File: src/rtl/mc_ctrl_pkg.sv
// rtl/mc_ctrl_pkg.sv - state codes and datapath select encodings for the multicycle sequencer
package mc_ctrl_pkg;

  // State codes; 10-15 are unused and recover to FETCH.
  localparam logic [3:0] S_FETCH  = 4'd0;
  localparam logic [3:0] S_DECODE = 4'd1;
  localparam logic [3:0] S_MEMADR = 4'd2;
  localparam logic [3:0] S_MEMRD  = 4'd3;
  localparam logic [3:0] S_MEMWB  = 4'd4;
  localparam logic [3:0] S_MEMWR  = 4'd5;
  localparam logic [3:0] S_EXECR  = 4'd6;
  localparam logic [3:0] S_EXECI  = 4'd7;
  localparam logic [3:0] S_ALUWB  = 4'd8;
  localparam logic [3:0] S_BRANCH = 4'd9;

  // alu_src_a encodings
  localparam logic [1:0] SRCA_REG  = 2'b00;
  localparam logic [1:0] SRCA_PC   = 2'b01;
  localparam logic [1:0] SRCA_ALUR = 2'b10;

  // alu_src_b encodings
  localparam logic [1:0] SRCB_REG  = 2'b00;
  localparam logic [1:0] SRCB_IMM  = 2'b01;
  localparam logic [1:0] SRCB_FOUR = 2'b10;

  // result_src encodings
  localparam logic [1:0] RES_ALUOUT = 2'b00;
  localparam logic [1:0] RES_DATA   = 2'b01;
  localparam logic [1:0] RES_ALU    = 2'b10;

  // instr[27:26] op encodings
  localparam logic [1:0] OP_DP  = 2'b00;
  localparam logic [1:0] OP_MEM = 2'b01;
  localparam logic [1:0] OP_BR  = 2'b10;
  localparam logic [1:0] OP_ILL = 2'b11;

endpackage

File: src/rtl/mc_main_fsm.sv
// rtl/mc_main_fsm.sv - multicycle main control FSM for the 32-bit ARM core
//
// Ports:
//   clk, reset (async, active-low)
//   op, funct       : instruction fields from the decoder (sampled in DECODE/MEMADR)
//   mem_ready       : memory completes access this cycle
//   ir_write, next_pc, branch, reg_write, mem_write : enables/strobes
//   adr_src, alu_src_a, alu_src_b, result_src, alu_op : datapath selects
//   illegal         : one-cycle pulse when op=11 is decoded
//   state_o         : current state for debug
module mc_main_fsm
  import mc_ctrl_pkg::*;
#(
  parameter int STATE_W = 4
) (
  input  logic               clk,
  input  logic               reset,
  input  logic [1:0]         op,
  input  logic [5:0]         funct,
  input  logic               mem_ready,
  output logic               ir_write,
  output logic               next_pc,
  output logic               branch,
  output logic               reg_write,
  output logic               mem_write,
  output logic               adr_src,
  output logic [1:0]         alu_src_a,
  output logic [1:0]         alu_src_b,
  output logic [1:0]         result_src,
  output logic               alu_op,
  output logic               illegal,
  output logic [STATE_W-1:0] state_o
);

  localparam logic [STATE_W-1:0] ST_FETCH  = STATE_W'(S_FETCH);
  localparam logic [STATE_W-1:0] ST_DECODE = STATE_W'(S_DECODE);
  localparam logic [STATE_W-1:0] ST_MEMADR = STATE_W'(S_MEMADR);
  localparam logic [STATE_W-1:0] ST_MEMRD  = STATE_W'(S_MEMRD);
  localparam logic [STATE_W-1:0] ST_MEMWB  = STATE_W'(S_MEMWB);
  localparam logic [STATE_W-1:0] ST_MEMWR  = STATE_W'(S_MEMWR);
  localparam logic [STATE_W-1:0] ST_EXECR  = STATE_W'(S_EXECR);
  localparam logic [STATE_W-1:0] ST_EXECI  = STATE_W'(S_EXECI);
  localparam logic [STATE_W-1:0] ST_ALUWB  = STATE_W'(S_ALUWB);
  localparam logic [STATE_W-1:0] ST_BRANCH = STATE_W'(S_BRANCH);

  logic [STATE_W-1:0] state_q;
  logic [STATE_W-1:0] state_d;

  // Enables before the reset gate is applied.
  logic ir_write_raw;
  logic next_pc_raw;
  logic branch_raw;
  logic reg_write_raw;
  logic mem_write_raw;
  logic illegal_raw;

  // funct[4:1] carry ALU function bits consumed by the ALU decoder, not here.
  logic unused_funct;
  assign unused_funct = ^funct[4:1];

  // State register
  always_ff @(posedge clk or negedge reset) begin
    if (!reset) begin
      state_q <= ST_FETCH;
    end else begin
      state_q <= state_d;
    end
  end

  // Next-state logic
  always_comb begin
    state_d = ST_FETCH;
    case (state_q)
      ST_FETCH:  state_d = mem_ready ? ST_DECODE : ST_FETCH;
      ST_DECODE: begin
        case (op)
          OP_MEM:  state_d = ST_MEMADR;
          OP_DP:   state_d = funct[5] ? ST_EXECI : ST_EXECR;
          OP_BR:   state_d = ST_BRANCH;
          default: state_d = ST_FETCH;
        endcase
      end
      ST_MEMADR: state_d = funct[0] ? ST_MEMRD : ST_MEMWR;
      ST_MEMRD:  state_d = mem_ready ? ST_MEMWB : ST_MEMRD;
      ST_MEMWR:  state_d = mem_ready ? ST_FETCH : ST_MEMWR;
      ST_EXECR:  state_d = ST_ALUWB;
      ST_EXECI:  state_d = ST_ALUWB;
      default:   state_d = ST_FETCH;
    endcase
  end

  // Output decode: selects follow state only; memory strobes wait on mem_ready.
  always_comb begin
    ir_write_raw  = 1'b0;
    next_pc_raw   = 1'b0;
    branch_raw    = 1'b0;
    reg_write_raw = 1'b0;
    mem_write_raw = 1'b0;
    illegal_raw   = 1'b0;
    adr_src       = 1'b0;
    alu_src_a     = 2'b00;
    alu_src_b     = 2'b00;
    result_src    = 2'b00;
    alu_op        = 1'b0;
    case (state_q)
      ST_FETCH: begin
        alu_src_a    = SRCA_PC;
        alu_src_b    = SRCB_FOUR;
        result_src   = RES_ALU;
        ir_write_raw = mem_ready;
        next_pc_raw  = mem_ready;
      end
      ST_DECODE: begin
        // PC already advanced by 4, so this sum gives R15 = PC+8.
        alu_src_a   = SRCA_PC;
        alu_src_b   = SRCB_FOUR;
        result_src  = RES_ALU;
        illegal_raw = (op == OP_ILL);
      end
      ST_MEMADR: begin
        alu_src_a = SRCA_REG;
        alu_src_b = SRCB_IMM;
      end
      ST_MEMRD: begin
        adr_src    = 1'b1;
        result_src = RES_ALUOUT;
      end
      ST_MEMWB: begin
        result_src    = RES_DATA;
        reg_write_raw = 1'b1;
      end
      ST_MEMWR: begin
        adr_src       = 1'b1;
        result_src    = RES_ALUOUT;
        mem_write_raw = mem_ready;
      end
      ST_EXECR: begin
        alu_src_a = SRCA_REG;
        alu_src_b = SRCB_REG;
        alu_op    = 1'b1;
      end
      ST_EXECI: begin
        alu_src_a = SRCA_REG;
        alu_src_b = SRCB_IMM;
        alu_op    = 1'b1;
      end
      ST_ALUWB: begin
        result_src    = RES_ALUOUT;
        reg_write_raw = 1'b1;
      end
      ST_BRANCH: begin
        alu_src_a  = SRCA_ALUR;
        alu_src_b  = SRCB_IMM;
        result_src = RES_ALU;
        branch_raw = 1'b1;
      end
      default: begin
      end
    endcase
  end

  // Gate enables with reset so nothing writes while reset is held, even
  // in the same cycle the asynchronous reset lands.
  assign ir_write  = ir_write_raw  & reset;
  assign next_pc   = next_pc_raw   & reset;
  assign branch    = branch_raw    & reset;
  assign reg_write = reg_write_raw & reset;
  assign mem_write = mem_write_raw & reset;
  assign illegal   = illegal_raw   & reset;
  assign state_o   = state_q;

endmodule

File: config.mk
export PLATFORM = sky130hd
export DESIGN_NAME = mc_main_fsm
export DESIGN_NICKNAME = d
export VERILOG_FILES = /design/src/rtl/mc_ctrl_pkg.sv /design/src/rtl/mc_main_fsm.sv
export SDC_FILE = /design/constraint.sdc
export NUM_CORES = 1
export LEC_CHECK = 0
export ABC_AREA = 1
export BUFFER_PORTS_ARGS = -buffer_cell sky130_fd_sc_hd__buf_2
export CAP_MARGIN = 20
export CORE_AREA = 5 5 42 44
export CTS_CLUSTER_SIZE = 25
export DETAILED_ROUTE_END_ITERATION = 10
export DIE_AREA = 0 0 47 49
export HOLD_SLACK_MARGIN = 0.02
export PLACE_DENSITY = 0.73
export SLEW_MARGIN = 20
export SYNTH_ARGS = -nofsm -noshare
export SYNTH_HDL_FRONTEND = slang
export SYNTH_SLANG_ARGS = --single-unit
File: constraint.sdc
create_clock -name clk -period 1.1 [get_ports clk]
set_input_delay 0.11 -clock clk [delete_from_list [all_inputs] [get_ports clk]]
set_output_delay 0.11 -clock clk [all_outputs]
set_load 0.005 [all_outputs]
==> reports/summary.txt <==
outcome = finished, violations left
failing checks = setup timing
count of endpoints failing setup in the final report = 17
GR Util met3 = 2.58%
Final Hold Viols = 0
Post-synth top cells = 12 x inv_1, 12 x nor2_1, 11 x nand2_1, 8 x nand3_1
drt pass-1 iters = 3
RR Endpoint = state_o[1]$_DFF_PN0_
Synthesized Nets = 74
maxcap violations = 0
Ys Warns = 0
Final GP Congestion = 0.775
initial antenna violation count = 0
M2 GR Usage = 22.6%
detailed-route via count = 545
Synth Area in XOR/XNOR = 0%
Synth-to-Final Area Change = 82.4%
portion of netlist area occupied by mux cells = 0%
Clk Tree Root Cell = clkbuf_4
Syn Inst Count = 63
period utilisation layout = 123%
antenna cells = 0
CTS tree = done
Initial Util = 26.9%
Gate power share = 69.6%
gr usage total = 12.7%
Hold WC Path Type = input port to register
sw frac = 44.9%
crit path max fanout = 3
count of final max-slew check failures = 0
clock share of power = 11.6%
post-synthesis async set-or-reset flop share = 100%
Reg clk slew, reported paths = 0.04 ns
Slew Limit Headroom = 84.5%
Post-synth top flop = dfrtp_1
worst hold start = funct[0]
total routed wirelength = 1360 µm
Post-synth EDFFs = 0
Cell Pwr Density = 2220 mW/mm²
CTS Buffer Depth = 2
Die Span X = 47 µm
Post-Synth Simple-Gate Area = 50.2%
Vias/cell = 4.62
number of global-route vias before repair = 565
adder-cell share of the synthesized area = 0%
Core ar. = 0.00140 mm²
static leakage power = 0.404 nW
global route overflow = 0
worst flop-to-flop path startpoint = state_o[2]$_DFF_PN0_
Worst Reg2Reg Path Length in Cells = 6
ANT nets after route = 0
worst setup margin = -0.258 ns
largest net degree at the start of global routing = 7
Nets = 115
synthesized area per cell = 5.98 µm²
Synth top area share = 26.6%
drt first-iter violations = 6
Worst EP arrival = 1.25 ns
CP Capture Type = output pin
GRT busiest layer = met2
layout cells sized above 1 = 59.8%
Seq/Total Area, Yosys = 26.6%
synth top area cells = dfrtp_1 27%, inv_1 12%, nor2_1 12%, nand2_1 11%, nand3_1 11%
Die ar. = 0.00230 mm²
Tmin final = 1.36 ns
Max Clk Rate = 736 MHz
htree depth = 1
IO Count = 29
Core Rows = 14
WL/cell = 11.6 µm
unrepaired setup endpoints after global routing = true
Distinct cells, synth = 16
critical path launch point type = register
fin util = 49.0%
DP HPWL = 981 µm
clock latency on the worst-skew pair = 0.23 ns
clock skew = 0.000415 ns
#FFs+latches synth = 4
buffers added on ports = 24
largest family of logic cells by synthesized area = simple AND/OR/NAND/NOR gates
register share of total power = 18.7%
max reg flops = 4
Psw = 0.685 mW
Worst-Margin Slew = 0.232 ns
number of buffers inserted during clock tree synthesis = 3
first-pass GRT wire length = 2230 µm
Final Cell Area = 687 µm²
P_int = 0.841 mW
maximum VDD drop = 0.00114 V
Worst EP required = 0.99 ns
DRC = 0
hold depth = 3
Crit Path Class = register to output pin
Vert. Die Dim = 49 µm
cell taking the most area after synthesis = dfrtp_1
M1 GR Usage = 14.2%
reg-to-reg slack, setup = -0.14 ns
Synth Area in Compound Gates = 9.30%
synthesized area = 377 µm²
final setup TNS = -3.00 ns
Min-Delay Endpoint = state_o[1]$_DFF_PN0_
CTS Sinks = 4
Placed Area = 567 µm²
power by group through the flow:
| stage | clock [mW] | sequential (mW) | combinational (mW) |
|---|---|---|---|
| 3_5_place_dp | 0 | 0.270 | 0.817 |
| 2_1_floorplan | 0 | 0.274 | 0.414 |
| 6_report | 0.177 | 0.286 | 1.06 |
| 4_1_cts | 0.186 | 0.279 | 0.927 |
| 3_3_place_gp | 0 | 0.266 | 0.795 |
| 5_1_grt | 0.206 | 0.295 | 1.19 |
kinds of logic (layout without fill, tap and decap cells):
logic type / after synthesis / in the layout
and+or+nand+nor: 40 / 40
buffers and inverters: 13 / 52
AOI/OAI and AO/OA: 6 / 6
DFF: 4 / 4
routing by layer:
layer,wire length (µm),up-vias
li1,-,279
met1,532,248
met2,733,16
met3,80,2
met4,17,0
met5,0,-
worst max-delay path, cell delays in order (launching register included):
cell and delay [ns]:
dfrtp_1 0.39, buf_4 0.15, nor2_2 0.14, nand2_1 0.10
o211ai_1 0.10, buf_2 0.14
how the worst max path moves through the flow:
stage	from	endpoint
floorplan	state_o[3]$_DFF_PN0_	next_pc
global placement	state_o[0]$_DFF_PN0_	state_o[1]$_DFF_PN0_
detailed placement	state_o[3]$_DFF_PN0_	adr_src
CTS	state_o[3]$_DFF_PN0_	next_pc
global route	state_o[2]$_DFF_PN0_	next_pc
finish	state_o[0]$_DFF_PN0_	alu_src_b[0]
layout by cell type, fill, tap and decap left out:
cell	Yosys	routed
o21ai_1	0	2
buf_4	1	10
or2_1	1	1
nand2_2	1	6
inv_2	0	4
dlygate4sd3_1	0	1
dfrtp_1	4	1
buf_2	0	24
inv_1	12	8
nand4_1	1	1
nor2_2	2	3
nand2_1	11	6
o211ai_1	1	1
nor3_4	0	1
clkbuf_4	0	3
nor2_4	1	2
o21ai_0	4	2
nand3_2	1	1
dfrtp_2	0	3
a211oi_2	0	1
nand3_1	8	8
nor2_1	12	10
buf_6	0	2
nor3_2	0	1
stage by stage:
stage                     setup WS, ns  instances  hold WS, ns  power (mW)
after floorplan                -0.0272         63       -0.186       0.688
after global placement        -0.00882        109      -0.0701        1.06
final                           -0.258        118        0.157        1.53
after detailed placement       -0.0318        109      -0.0701        1.09
after global routing            -0.343        118        0.156        1.69
after CTS                       -0.247        117        0.157        1.39
area by class of cell:
type                       instances  area, µm²
tap                               16       20.0
inverter                          12       45.0
sequential                         4        104
timing repair buffer              37        228
clock buffer                       3       22.5
fill                             157        714
multi-input combinational         46        268
timing repair:
action / in CTS / in global routing
pin swaps: 1 / 3
cloned: 0 / 0
endpoints found under the hold margin: 4 / 0
setup buffers: 4 / 1
hold buffers: 1 / 0
resized for setup: 9 / 13
setup endpoints to repair: 16 / 18
No activity file was read; power rests on OpenSTA's default activity.
